`config.mk`:
```
export PLATFORM = sky130hd
export DESIGN_NAME = booth_r4_seq_mult
export DESIGN_NICKNAME = d
export VERILOG_FILES = /design/src/rtl/booth_r4_pkg.sv /design/src/rtl/booth_r4_digit_enc.sv /design/src/rtl/booth_r4_seq_mult.sv
export SDC_FILE = /design/constraint.sdc
export NUM_CORES = 1
export LEC_CHECK = 0
export CORE_UTILIZATION = 30
export CTS_CLUSTER_DIAMETER = 150
export CTS_CLUSTER_SIZE = 12
export DETAILED_ROUTE_END_ITERATION = 10
export PLACE_DENSITY = 0.44
export SLEW_MARGIN = 20
export SYNTH_ARGS = -nofsm -noshare
export SYNTH_HDL_FRONTEND = slang
export SYNTH_SLANG_ARGS = --single-unit
```
`constraint.sdc`:
```
create_clock -name clk -period 6.2 [get_ports clk]
set_clock_uncertainty 0.1 [all_clocks]
set_input_delay 0.93 -clock clk [delete_from_list [all_inputs] [get_ports clk]]
set_output_delay 0.93 -clock clk [all_outputs]
set_load 0.02 [all_outputs]
```
`src/rtl/booth_r4_pkg.sv`:
```
// Shared types and the radix-4 Booth recoding table for the sequential multiplier.
package booth_r4_pkg;

  typedef enum logic [1:0] {
    StIdle,
    StCalc,
    StDone
  } state_e;

  typedef enum logic [2:0] {
    DigZero,
    DigPos1,
    DigPos2,
    DigNeg1,
    DigNeg2
  } digit_e;

  // Group is {b[2i+1], b[2i], b[2i-1]}.
  function automatic digit_e booth_digit(input logic [2:0] group);
    digit_e dig;
    unique case (group)
      3'b000, 3'b111: dig = DigZero;
      3'b001, 3'b010: dig = DigPos1;
      3'b011:         dig = DigPos2;
      3'b100:         dig = DigNeg2;
      3'b101, 3'b110: dig = DigNeg1;
      default:        dig = DigZero;
    endcase
    return dig;
  endfunction

endpackage

```
`src/rtl/booth_r4_digit_enc.sv`:
```
// Combinational Booth digit encoder: turns a 3-bit multiplier group into a partial-product
// magnitude plus a negate flag that the accumulator uses as its carry-in.
module booth_r4_digit_enc
  import booth_r4_pkg::*;
#(
  parameter int unsigned W = 8
) (
  input  logic [2:0]   group_i,
  input  logic [W-1:0] a_i,
  output logic [W:0]   pp_op_o,
  output logic         pp_neg_o
);

  digit_e digit;

  always_comb begin
    digit    = booth_digit(group_i);
    pp_op_o  = '0;
    pp_neg_o = 1'b0;
    unique case (digit)
      DigPos1: pp_op_o = {a_i[W-1], a_i};
      DigPos2: pp_op_o = {a_i, 1'b0};
      DigNeg1: begin
        pp_op_o  = {a_i[W-1], a_i};
        pp_neg_o = 1'b1;
      end
      DigNeg2: begin
        pp_op_o  = {a_i, 1'b0};
        pp_neg_o = 1'b1;
      end
      default: ;
    endcase
  end

endmodule

```
`src/rtl/booth_r4_seq_mult.sv`:
```
// Sequential radix-4 Booth multiplier, one digit per cycle, valid/ready on both sides.
// Define BOOTH_UNSIGNED_EN to add the in_signed port and an unsigned mode (one extra digit).
module booth_r4_seq_mult
  import booth_r4_pkg::*;
#(
  parameter int unsigned W = 8
) (
  input  logic           clk,
  input  logic           rst_n,
  input  logic           in_valid,
  output logic           in_ready,
  input  logic [W-1:0]   in_a,
  input  logic [W-1:0]   in_b,
`ifdef BOOTH_UNSIGNED_EN
  input  logic           in_signed,
`endif
  output logic           out_valid,
  input  logic           out_ready,
  output logic [2*W-1:0] out_p,
  output logic [W:0]     pp_op,
  output logic           pp_neg
);

  localparam int unsigned NDIG = W / 2;
  localparam int unsigned PW   = 2 * W;
  localparam int unsigned CW   = $clog2(NDIG + 2);
`ifdef BOOTH_UNSIGNED_EN
  // One extra bit on A keeps +-2A exact for zero-extended operands.
  localparam int unsigned AW = W + 1;
  localparam int unsigned BW = W + 2;
`else
  localparam int unsigned AW = W;
  localparam int unsigned BW = W;
`endif

  state_e          state_q;
  logic            in_ready_q;
  logic            out_valid_q;
  logic [PW-1:0]   out_p_q;
  logic [PW-1:0]   acc_q;
  logic [AW-1:0]   a_q;
  logic [BW-1:0]   b_q;
  logic            b_prev_q;
  logic [CW-1:0]   cnt_q;

  logic [AW-1:0]   a_ext;
  logic [BW-1:0]   b_ext;
  logic [CW-1:0]   last_cnt;
  logic [AW:0]     enc_op;
  logic            enc_neg;
  logic [AW:0]     pp_x;
  logic [PW-1:0]   pp_ext;
  logic [PW-1:0]   acc_sum;

`ifdef BOOTH_UNSIGNED_EN
  logic signed_q;

  always_comb begin
    a_ext    = in_signed ? {in_a[W-1], in_a} : {1'b0, in_a};
    b_ext    = in_signed ? {{2{in_b[W-1]}}, in_b} : {2'b00, in_b};
    last_cnt = signed_q ? CW'(NDIG - 1) : CW'(NDIG);
  end
`else
  always_comb begin
    a_ext    = in_a;
    b_ext    = in_b;
    last_cnt = CW'(NDIG - 1);
  end
`endif

  // b_q shifts right two bits per digit, so the current group always sits at the bottom.
  booth_r4_digit_enc #(
    .W (AW)
  ) u_digit_enc (
    .group_i  ({b_q[1], b_q[0], b_prev_q}),
    .a_i      (a_q),
    .pp_op_o  (enc_op),
    .pp_neg_o (enc_neg)
  );

  always_comb begin
    pp_x    = enc_op ^ {(AW + 1){enc_neg}};
    pp_ext  = PW'($signed(pp_x));
    acc_sum = acc_q + ((pp_ext + PW'(enc_neg)) << {cnt_q, 1'b0});
  end

  always_ff @(posedge clk) begin
    if (!rst_n) begin
      state_q     <= StIdle;
      in_ready_q  <= 1'b1;
      out_valid_q <= 1'b0;
      out_p_q     <= '0;
      acc_q       <= '0;
      a_q         <= '0;
      b_q         <= '0;
      b_prev_q    <= 1'b0;
      cnt_q       <= '0;
`ifdef BOOTH_UNSIGNED_EN
      signed_q    <= 1'b1;
`endif
    end else begin
      unique case (state_q)
        StIdle: begin
          if (in_valid && in_ready_q) begin
            state_q    <= StCalc;
            in_ready_q <= 1'b0;
            a_q        <= a_ext;
            b_q        <= b_ext;
            b_prev_q   <= 1'b0;
            cnt_q      <= '0;
            acc_q      <= '0;
`ifdef BOOTH_UNSIGNED_EN
            signed_q   <= in_signed;
`endif
          end
        end
        StCalc: begin
          acc_q    <= acc_sum;
          b_q      <= b_q >> 2;
          b_prev_q <= b_q[1];
          cnt_q    <= cnt_q + CW'(1);
          if (cnt_q == last_cnt) begin
            state_q     <= StDone;
            out_valid_q <= 1'b1;
            out_p_q     <= acc_sum;
          end
        end
        StDone: begin
          if (out_ready) begin
            state_q     <= StIdle;
            out_valid_q <= 1'b0;
            in_ready_q  <= 1'b1;
          end
        end
        default: state_q <= StIdle;
      endcase
    end
  end

  assign in_ready  = in_ready_q;
  assign out_valid = out_valid_q;
  assign out_p     = out_p_q;
  assign pp_op     = (state_q == StCalc) ? enc_op[W:0] : '0;
  assign pp_neg    = (state_q == StCalc) & enc_neg;

endmodule

```
======== After elaboration in Yosys (flattened, before gate mapping) ========
Memories as Yosys holds them, arrays and structs flattened. A register that Yosys moved wholly into a read port is not among the register bits.
Cells that the tools add are included.
storage, ports and cells
  bits in registers ....................... 56
  logic and storage cells ................. 62
  bits in read-only memories .............. 24
  output and inout port bits .............. 28
  memories ................................ 1
  input port bits ......................... 20
cells by class
  shifts and indexed selects .............. 1
  reduce and logical (&&, ||, !) cells .... 14
  mux-type cells .......................... 22
  equality and inequality tests ........... 10
  bitwise logic cells ..................... 2
  add/subtract/negate cells ............... 3
memories
  name              depth  width  rd ports  clocked after memory_dff  write ports  RTL line            source
  (name not given)  8      3      1         1                         0            booth_r4_pkg.sv:21  unique case (group)
operators by type and width
  cell                                           count
  one-hot mux 16 bit (2 select lines)            1
  one-hot mux 9 bit (2 select lines)             1
  adder 16 bit                                   1
  2-to-1 mux 16 bit                              1
  one-hot mux 8 bit (2 select lines)             1
  << shifter 16 x 4 -> 16 bit                    1
  adder 9 x 2 -> 10 bit                          1
  == test 3 x 2 -> 1 bit, second input constant  3
  2-to-1 mux 3 bit                               3
  2-to-1 mux 9 bit                               1
  AND reduction 3 bit                            3
  bitwise XOR 9 bit                              1
  2-to-1 mux 8 bit                               1
  2-to-1 mux 2 bit                               3
  inequality test 2 bit, second input constant   3
  one-hot mux 1 bit (2 select lines)             3
  one-hot mux 2 bit (3 select lines)             1
  one-hot mux 3 bit (2 select lines)             1
  AND reduction 2 bit                            3
  nonzero test 2 bit                             3
  OR reduction 2 bit                             3
  2-to-1 mux 1 bit                               5
  adder 3 x 1 -> 3 bit, second input constant    1
  == test 3 x 1 -> 1 bit, second input constant  1
  other kinds (6)                                6

======== Depth between registers and ports, before layout ========
  word-level depth ........................ 8
  gate-level depth with buffers ........... 23
  depth with buffers taken out ............ 21

======== Hierarchy ========
From an unflattened synthesis, not the netlist that was laid out.
second synthesis, totals
  cells, all modules ...................... 535
  area total of the unflattened synthesis .. 4005.1 µm²
modules (own cells, without submodules)
  module              seq. area each (µm²)  cells each  instances  area an instance (µm²)
  booth_r4_seq_mult   1121.1                483         1          3567.2
  booth_r4_digit_enc  0.0                   52          1          437.9

======== Least setup slack after synthesis ========
Ideal clock, no wire load.
  kind .................................... register to register
  start point ............................. register, netlist name u_digit_enc.digit[0]
  end point ............................... register out_p_q[13] (netlist: out_p[13])
  arrival ................................. 3.994 ns
  required time ........................... 5.985 ns
  stages on the path, launching flop included .. 22
  path buffers ............................ 2
  setup time .............................. 0.115 ns
  clock period less this slack ............ 4.209 ns
  path slack .............................. 1.991 ns
  cell sequence ........................... dfxtp_1 buf_6 and2b_1 clkbuf_1 nand2_1 nand2_1 ha_1 ha_1 nand3b_1 nand2b_1 nor3b_1 xor2_1 o21ai_0 o21ai_0 o22ai_1 ha_1 or3_1 o221a_2 o41ai_1 xor2_1 o21ai_0 and2_1
RTL lines
  what                  RTL line                  source
  end signal, assigned  booth_r4_seq_mult.sv:125  out_p_q <= acc_sum;
  end, declared         booth_r4_seq_mult.sv:39   logic [PW-1:0] out_p_q;

==> results.json <==
{
  "synth-seq-area-share_pct": 29.14,
  "die_h_um": 118.2,
  "layoutNonFillerInstCount": 725,
  "cp-startpoint": "u_digit_enc.digit[2]",
  "drive_above_1_share_pct": 6.193,
  "max_clock_freq_ghz": 0.1973,
  "intPower_uw": 945.8,
  "pwr-share-seq_pct": 32.4,
  "worstHoldPathCells": 2,
  "worst_path_max_delay_cell": "sky130_fd_sc_hd__dfxtp_1",
  "critPathMaxStageDelay_ns": 0.67,
  "post-dp-hpwl_mm": 7.298,
  "grt_start_max_net_pins": 67,
  "critPathBufInv": 0,
  "met1_usage_pct": 22.81,
  "yosys-top-cells-area": "sky130_fd_sc_hd__dfxtp_1 29%, sky130_fd_sc_hd__nand2_1 8.8%, sky130_fd_sc_hd__ha_1 6.2%",
  "placement.setup.worst_slack_ns": 1.150,
  "r2r.worst_path.cells": 18,
  "mappedNetlistArea_um2": 4053,
  "remaining_number_of_nets_flagged_by_the_antenna_check_after_routing": 0,
  "postSynthRegisterBits": 59,
  "report.final.setup_viol": 0,
  "power.share.switching_pct": 28.38,
  "synth.top_cell.area_share_pct": 29.14,
  "crit_fanout": 17,
  "top_count_cell_post_synth": "sky130_fd_sc_hd__nand2_1",
  "period_needed_ns": 5.067,
  "ir_worst_vdd_mv": 0.1134,
  "pwr-share-clk_pct": 45.9,
  "worst-path-stages": 18,
  "grt_pass1_wl_mm": 17.66,
  "cts_buffers": 9,
  "timing.max_slew.rel_slack_pct": 44.65,
  "final.fill_count": 1366,
  "multi_input_comb_area_um2": 2665,
  "hold_viol_final": 0,
  "routabilityCongestion": 0.7731,
  "initialDrtViolationCount": 239,
  "antenna_cells": 0,
  "die_x_um": 118.2,
  "yosys_warnings": 0,
  "cts.path.max_buffers": 2,
  "dp.cells": 709,
  "power.leakage_nw": 1.953,
  "core_area_um2": 13190,
  "hold_ws_ns": 0.3642,
  "drc_errors": 0,
  "synth.cells.most_frequent": "95 x sky130_fd_sc_hd__nand2_1, 59 x sky130_fd_sc_hd__dfxtp_1, 33 x sky130_fd_sc_hd__nand3_1",
  "routed_wirelength_mm": 10.56,
  "power_dens_cells_nw_per_um2": 265.8,
  "detail_route.wl_per_cell_um": 14.56,
  "postSynth.asyncResetShare_pct": 0,
  "detailroute.via_count": 3616,
  "overflow": 0,
  "top_usage_layer": "met2",
  "worstMarginPinSlew_ns": 0.8292,
  "launching_element_type_of_the_critical_path": "flip-flop",
  "synth_cell_type_count": 57,
  "critical_path.reg2reg.startpoint": "u_digit_enc.digit[2]",
  "synth_flop_cell": "sky130_fd_sc_hd__dfxtp_1",
  "iteration_count_of_the_initial_detailed_routing_pass": 5,
  "post_cts_resized": 0,
  "placement.io_buffers": 47,
  "max-cap-violations": 0,
  "timing.final.crit_share_pct": 81.73,
  "crit_arrival_ns": 5.20,
  "drv_slew": 0,
  "initial_core_util_pct": 30.72,
  "synthesis.nets": 562,
  "cts_num_sinks": 59,
  "met2_usage_pct": 22.98,
  "timing.critical_path.max_delay_family": "simple AND/OR/NAND/NOR gates",
  "yosysTopAreaCell": "sky130_fd_sc_hd__dfxtp_1",
  "grt_util_met3_pct": 2.510,
  "antenna_violations_before_repair": 0,
  "sequential_standard_cell_area_um2": 1181,
  "postSynthAreaPerCell_um2": 7.779,
  "layout.nets": 585,
  "globalRouteTotalUtil_pct": 15.88,
  "worst_slack_ns": 1.133,
  "rows": 42,
  "post-cts-setup-buffer-count": 0,
  "comb_power_share_pct": 21.6,
  "area_growth_pct": 22.57,
  "clock_tree_from_tritoncts": "yes",
  "critical_path_class": "flip-flop to flip-flop",
  "worstPathCellList": "or3b_1 > nand2_1 > ha_1 > ha_1 > nand3b_1 > nand2b_1 > nor3b_1 > xor2_1 > o21ai_0 > o21ai_0 > o22ai_1 > ha_1 > or3_1 > o221a_2 > o41ai_1 > xor2_1 > o21ai_0 > and2_1",
  "sum_of_negative_setup_slack_ns": 0,
  "htree_levels": 3,
  "hold_class": "flip-flop to flip-flop",
  "switching_power_uw": 374.7,
  "cts.hold.buffers_added": 0,
  "first_global_vias": 3364,
  "clk_pin_slew_ns": 0.05,
  "hold_start": "out_p[0]",
  "postSynthCellCount": 521,
  "cts_root_buf": "sky130_fd_sc_hd__clkbuf_16",
  "status": "complete, no violations",
  "dieArea_um2": 13980,
  "synth_enable_flop_cells": 0,
  "critical_path.endpoint_type": "flip-flop",
  "grt_setup_unrepaired": "no",
  "io-pin-count": 48,
  "report.power.total_mw": 1.321,
  "routed_via_density": 4.988,
  "clk_latency_ns": 0.34,
  "cp.required_ns": 6.33
}
-- logic make-up (layout without fill, tap and decap cells) --
| family | after synthesis | in the layout | share of synthesized area, % |
|---|---|---|---|
| fa+ha+maj | 21 | 21 | 6.669 |
| compound gates | 137 | 137 | 23.59 |
| flops | 59 | 59 | 29.14 |
| simple gates | 216 | 216 | 26.52 |
| mux | 11 | 11 | 2.810 |
| xor+xnor | 28 | 28 | 6.051 |
| buf+inv | 49 | 77 | 5.217 |
-- tightest hold or removal path, stage by stage, from the launching register on --
cell,delay (ns)
sky130_fd_sc_hd__dfxtp_1,0.30
sky130_fd_sc_hd__nand2_1,0.05
sky130_fd_sc_hd__a21boi_0,0.06
-- layout make-up --
class | count | share of cell area (%)
Clock buffer | 12 | 5.365
Clock inverter | 4 | 1.914
Inverter | 9 | 0.6801
Multi-Input combinational cell | 413 | 53.65
Sequential cell | 59 | 23.78
Tap cell | 176 | 4.433
Timing Repair Buffer | 52 | 10.18
-- power by group through the flow --
stage / Clock, mW / Combinational [mW] / Sequential [mW]
global placement: 0 / 0.287 / 0.435
finish: 0.607 / 0.285 / 0.428
global route: 0.634 / 0.321 / 0.433
detailed placement: 0 / 0.286 / 0.436
CTS: 0.622 / 0.289 / 0.428
floorplan: 0 / 0.231 / 0.418
-- flip-flops by register name, summed over array words and instances (netlist names) --
signal / cells
a_q: 8
acc_q: 16
b_prev_q: 1
b_q: 8
cnt_q: 3
in_ready: 1
out_p: 16
out_valid: 1
state_q: 2
u_digit_enc.digit: 3
-- placed cells by master (no fill, tap or decap), types with 15 or more instances in the layout --
cell                              Yosys  layout
sky130_fd_sc_hd__nand2_1             95      95
sky130_fd_sc_hd__xnor2_1             15      15
sky130_fd_sc_hd__a21oi_1             27      27
sky130_fd_sc_hd__dfxtp_1             59      59
sky130_fd_sc_hd__o21ai_0             26      26
sky130_fd_sc_hd__a21boi_0            29      29
sky130_fd_sc_hd__ha_1                20      20
sky130_fd_sc_hd__clkdlybuf4s50_1      0      46
sky130_fd_sc_hd__nand3_1             33      33
sky130_fd_sc_hd__nor2_1              22      22
sky130_fd_sc_hd__and2_1              16      16
-- layer usage --
metal | routed length, um | part of all wire, %
met5 | 0 | 0
met4 | 214 | 2.0
met3 | 322 | 3.0
met2 | 4479 | 42
met1 | 5541 | 52
-- path summary, 6_finish.rpt --
kind | endpoint | slack [ns]
setup / recovery | out_p[13] | 1.13
hold / removal | out_p[0] | 0.36
setup reg to reg | out_p[13] | 1.13
hold reg to reg | out_p[0] | 0.36
-- metrics by stage --
stage	area, um^2	util (%)
2_1_floorplan	4053	-
3_3_place_gp	4603	34.90
3_5_place_dp	4603	34.90
4_1_cts	4965	37.64
5_1_grt	4967	37.66
6_report	4967	37.66
No activity file was read; power rests on OpenSTA's default activity.
==> edit 1 (config.mk and constraints unchanged) <==
Build with the macro `BOOTH_UNSIGNED_EN` defined.
--- a/src/rtl/booth_r4_seq_mult.sv
+++ b/src/rtl/booth_r4_seq_mult.sv
@@ -1,5 +1,7 @@
 // Sequential radix-4 Booth multiplier, one digit per cycle, valid/ready on both sides.
 // Define BOOTH_UNSIGNED_EN to add the in_signed port and an unsigned mode (one extra digit).
+`define BOOTH_UNSIGNED_EN
+
 module booth_r4_seq_mult
   import booth_r4_pkg::*;
 #(
Interface: changed (added in_signed); port bits go from 48 to 49. The function was not compared with the original's and may differ.
==> edit 1 against the original RTL <==
Count of clock-buffer cells in the layout fell by 2. Power fell by 2.6%. Sequential cell count rose by 3. Routed wire length rose by 17%. Worst setup slack got worse by 0.34 ns. Non-clock buffer count rose by 3. Area after synthesis rose by 5.4%. Critical path depth rose by 3. Design area rose by 3.8%. Critical endpoint is now acc_q[15].
==> edit 1: results (changes against the original RTL) <==
IR drop worst, VDD 0.102 mV (-9.8%); share of cells above drive strength 1 0.0690 (+0.00703); first-pass GRT wire length 20.4 mm (+16%); Static Leak 1.93 nW (-1.1%); Iteration-0 DRC Markers 258 (+7.9%); vias in the first global route 3,956 (+18%); Detail Placement HPWL 8.64 mm (+18%); via count 4,213 (+17%); Synth Area in Compound Gates 0.249 (+0.0127); WP data arrival 5.57 ns (+0.37 ns); CP max FO 23 (+6); largest net degree at the start of global routing 48 (-28%); syn_nets 623 (+11%); Rel. slew slack 0.474 (+0.0272); gpl congestion 0.887 (+15%); gr usage total 0.176 (+0.0177); share of total power in combinational logic 0.244 (+0.028); multiplexer share of the synthesized area 0.0193 (-0.00877); CP delay by family, top compound AO/OA/AOI/OAI gates; CTS resizes 0 (unchanged); fill count 1,494 (+9.4%); CP max stage cell or3b_4; Pint 865 uW (-8.5%); Pwr Total 1.29 mW (-2.6%); drt wl/cell 15.6 microns (+7.3%); nets 645 (+10%); Antenna Cells 0 (unchanged); # port buffers 48 (+2.1%); Clock Power 520 uW (-14%); slowest cell delay on critical path 0.53 ns (-0.14 ns); Synth cell types 68 (+19%); CTS root buf clkbuf_16; clk buf depth 2 (unchanged); flop2flop setup slack 0.79 ns (-0.34 ns); Post-Synth XOR/XNOR Area 0.0574 (-0.00312); Synth Area in Adders 0.0603 (-0.00637); status finished clean; Post-synth top cells nand2_1 (103), a21oi_1 (68), dfxtp_1 (62); top cells by area, synth dfxtp_1 (29%), nand2_1 (9.0%), a21oi_1 (8.0%); post-synthesis sequential area ratio 0.290 (-0.000965); CTS Buf Count 9 (unchanged)
## edit 1: changes by cell type after synthesis, moves of 7 or more
| cell | before | now |
|---|---|---|
| a31oi_1 | 1 | 12 |
| nand3_1 | 33 | 17 |
| o21ai_0 | 26 | 18 |
| a21oi_1 | 27 | 68 |
| nor3_1 | 2 | 11 |
| nand2_1 | 95 | 103 |
| o211a_1 | 11 | 1 |
| a211oi_1 | 4 | 11 |
| a21boi_0 | 29 | 1 |
| nor2_1 | 22 | 52 |
| a311oi_1 | 0 | 7 |
| and2_1 | 16 | 2 |
## edit 1: path summary, 6_finish.rpt
kind                   startpoint         to  cells after the start
min                      out_p[2]   out_p[2]                      2
min reg2reg              out_p[2]   out_p[2]                      2
max          u_digit_enc.digit[0]  acc_q[15]                     21
max reg2reg  u_digit_enc.digit[0]  acc_q[15]                     21
## edit 1: routing by layer
layer | share of wire | GRT usage | vias to the layer above
met3 | 0.037 | 0.0226 | 17
met2 | 0.44 | 0.270 | 94
met5 | 0 | 0 | -
li1 | - | - | 2121
met4 | 0.020 | 0.0741 | 0
met1 | 0.50 | 0.247 | 1981
## edit 1: area by class of cell
type,instances,area share
Timing Repair Buffer,55,0.103
Inverter,15,0.0109
Sequential cell,62,0.241
Clock inverter,6,0.0131
Clock buffer,10,0.0463
Tap cell,180,0.0437
Multi-Input combinational cell,461,0.542
## edit 1: metrics by stage
step	hold WS (ns)	cell area, sq um	utilization	instances	worst slack [ns]
3_3_place_gp	0.342	4850	0.349	773	0.865
2_1_floorplan	0.332	4270	-	582	1.40
5_1_grt	0.379	5160	0.371	789	0.224
6_report	0.355	5160	0.371	789	0.791
3_5_place_dp	0.349	4850	0.349	773	0.559
4_1_cts	0.359	5150	0.371	789	0.566
==> edit 2 (config.mk and constraints unchanged) <==
Without the edit above. Encoding of `state_e`: now one-hot (3 bits for 3 states).
--- a/src/rtl/booth_r4_pkg.sv
+++ b/src/rtl/booth_r4_pkg.sv
@@ -1,10 +1,10 @@
 // Shared types and the radix-4 Booth recoding table for the sequential multiplier.
 package booth_r4_pkg;
 
-  typedef enum logic [1:0] {
-    StIdle,
-    StCalc,
-    StDone
+  typedef enum logic [2:0] {
+    StIdle = 3'b001,
+    StCalc = 3'b010,
+    StDone = 3'b100
   } state_e;
 
   typedef enum logic [2:0] {
Formal check against the unedited RTL: same outputs for any inputs over 4 cycles, from zero or initial values and one cycle with rst_n low; so few cycles prove little.
==> edit 2 against the original RTL <==
Design area is 0.91% higher. Routed wire length is 2.0% higher. Largest power group unchanged. Area after synthesis is 2.8% higher. Sequential power is 1% lower. Largest cell class unchanged. Clock power is 12% lower. Worst setup slack worse by 0.081 ns. Maximum frequency is 1.6% lower. Sequential cell count is 1 higher. Power is 12% lower.
==> edit 2: results (changes against the original RTL) <==
routed wire length 10.8 mm (+2.0%); met2 Track Usage GR 0.243 (+0.0137); via count 3,671 (+1.5%); dpl cell area 4700 sq um (+2.0%); seq pwr 423 uW (-1%); Final non-clock buffer share 0.0999 (-0.00191); met3 WL post-DR 258 microns (-20%); Rel. slew slack 0.467 (+0.0203); Iteration-0 DRC Markers 158 (-34%); worst reg2reg path depth 21 (+3); TritonRoute pass-1 iters 7 (+2); multi-input logic area 2740 sq um (+3.0%); fin crit share 0.830 (+0.0131); met3 Use GR 0.0375 (+0.0125); Worst Setup SP u_digit_enc.digit[0]; WP data arrival 5.28 ns (+0.08 ns); Buffers excl. clock 51 (-1.9%); Via-to-Cell Ratio 5.04 (+0.96%); metal2 WL 4.60 mm (+2.8%); dpl cells 713 (+0.56%); top routing layer in use met4; Synth cell types 71 (+25%); gpl congestion 0.854 (+10%); fin util 0.374 (-0.00255); status finished clean; met1 Use GR 0.230 (+0.00229); Post-Syn Area per Cell 7.89 sq um (+1.4%); inverters 8 (-1); IR drop worst, VDD 0.158 mV (+40%); Clock Power 535 uW (-12%); Post-synth top cells nand2_1 (95), dfxtp_1 (60), nand3_1 (31); hold_sp b_q[6]; Fin Hold WS 0.354 ns (-0.0100 ns); count of multi-input gates 418 (+1.2%); top cells by area, synth dfxtp_1 (29%), nand2_1 (8.6%), ha_1 (6.0%); syn_nets 569 (+1.2%); Sequential cell area 1200 sq um (+1.7%); layout sequential cell count 60 (+1.7%); gr usage total 0.162 (+0.00310); CP max FO 19 (+2); Static Leak 2.01 nW (+2.7%); hold-critical path depth 2 (unchanged); met1 WL 5.79 mm (+4.5%); post-synthesis sequential area ratio 0.288 (-0.00316); share of cells above drive strength 1 0.0687 (+0.00679); largest net degree at the start of global routing 62 (-7.5%); first-pass GRT wire length 18.2 mm (+3.3%); comb pwr 201 uW (-29%); fill count 1,438 (+5.3%)
## edit 2: critical path, stage by stage, from the launching register on
cell and delay (ns):
dfxtp_1 0.67, nor2b_1 0.66, nand2_1 0.16, nand2_1 0.15, ha_1 0.19, ha_1 0.19, nand3_1 0.18, nand3b_1 0.26
mux2_1 0.34, a21oi_1 0.18, mux2i_1 0.13, nor2_1 0.12, ha_1 0.26, o21ai_1 0.08, nand2b_1 0.08, nand2_1 0.09
a21oi_1 0.06, o221a_2 0.29, o41ai_2 0.34, xor2_1 0.25, o21ai_1 0.08, and2_1 0.17
## edit 2: cells by family (layout without fill, tap and decap cells)
family | count (synthesis) | after routing | synth area share
and+or+nand+nor | 222 | 222 | 0.272
muxes | 7 | 7 | 0.0174
xor gates and xnor gates | 27 | 27 | 0.0568
adders and majority gates | 21 | 21 | 0.0649
DFF | 60 | 60 | 0.288
AOI/OAI and AO/OA | 141 | 141 | 0.247
buffers and inverters | 50 | 75 | 0.0532
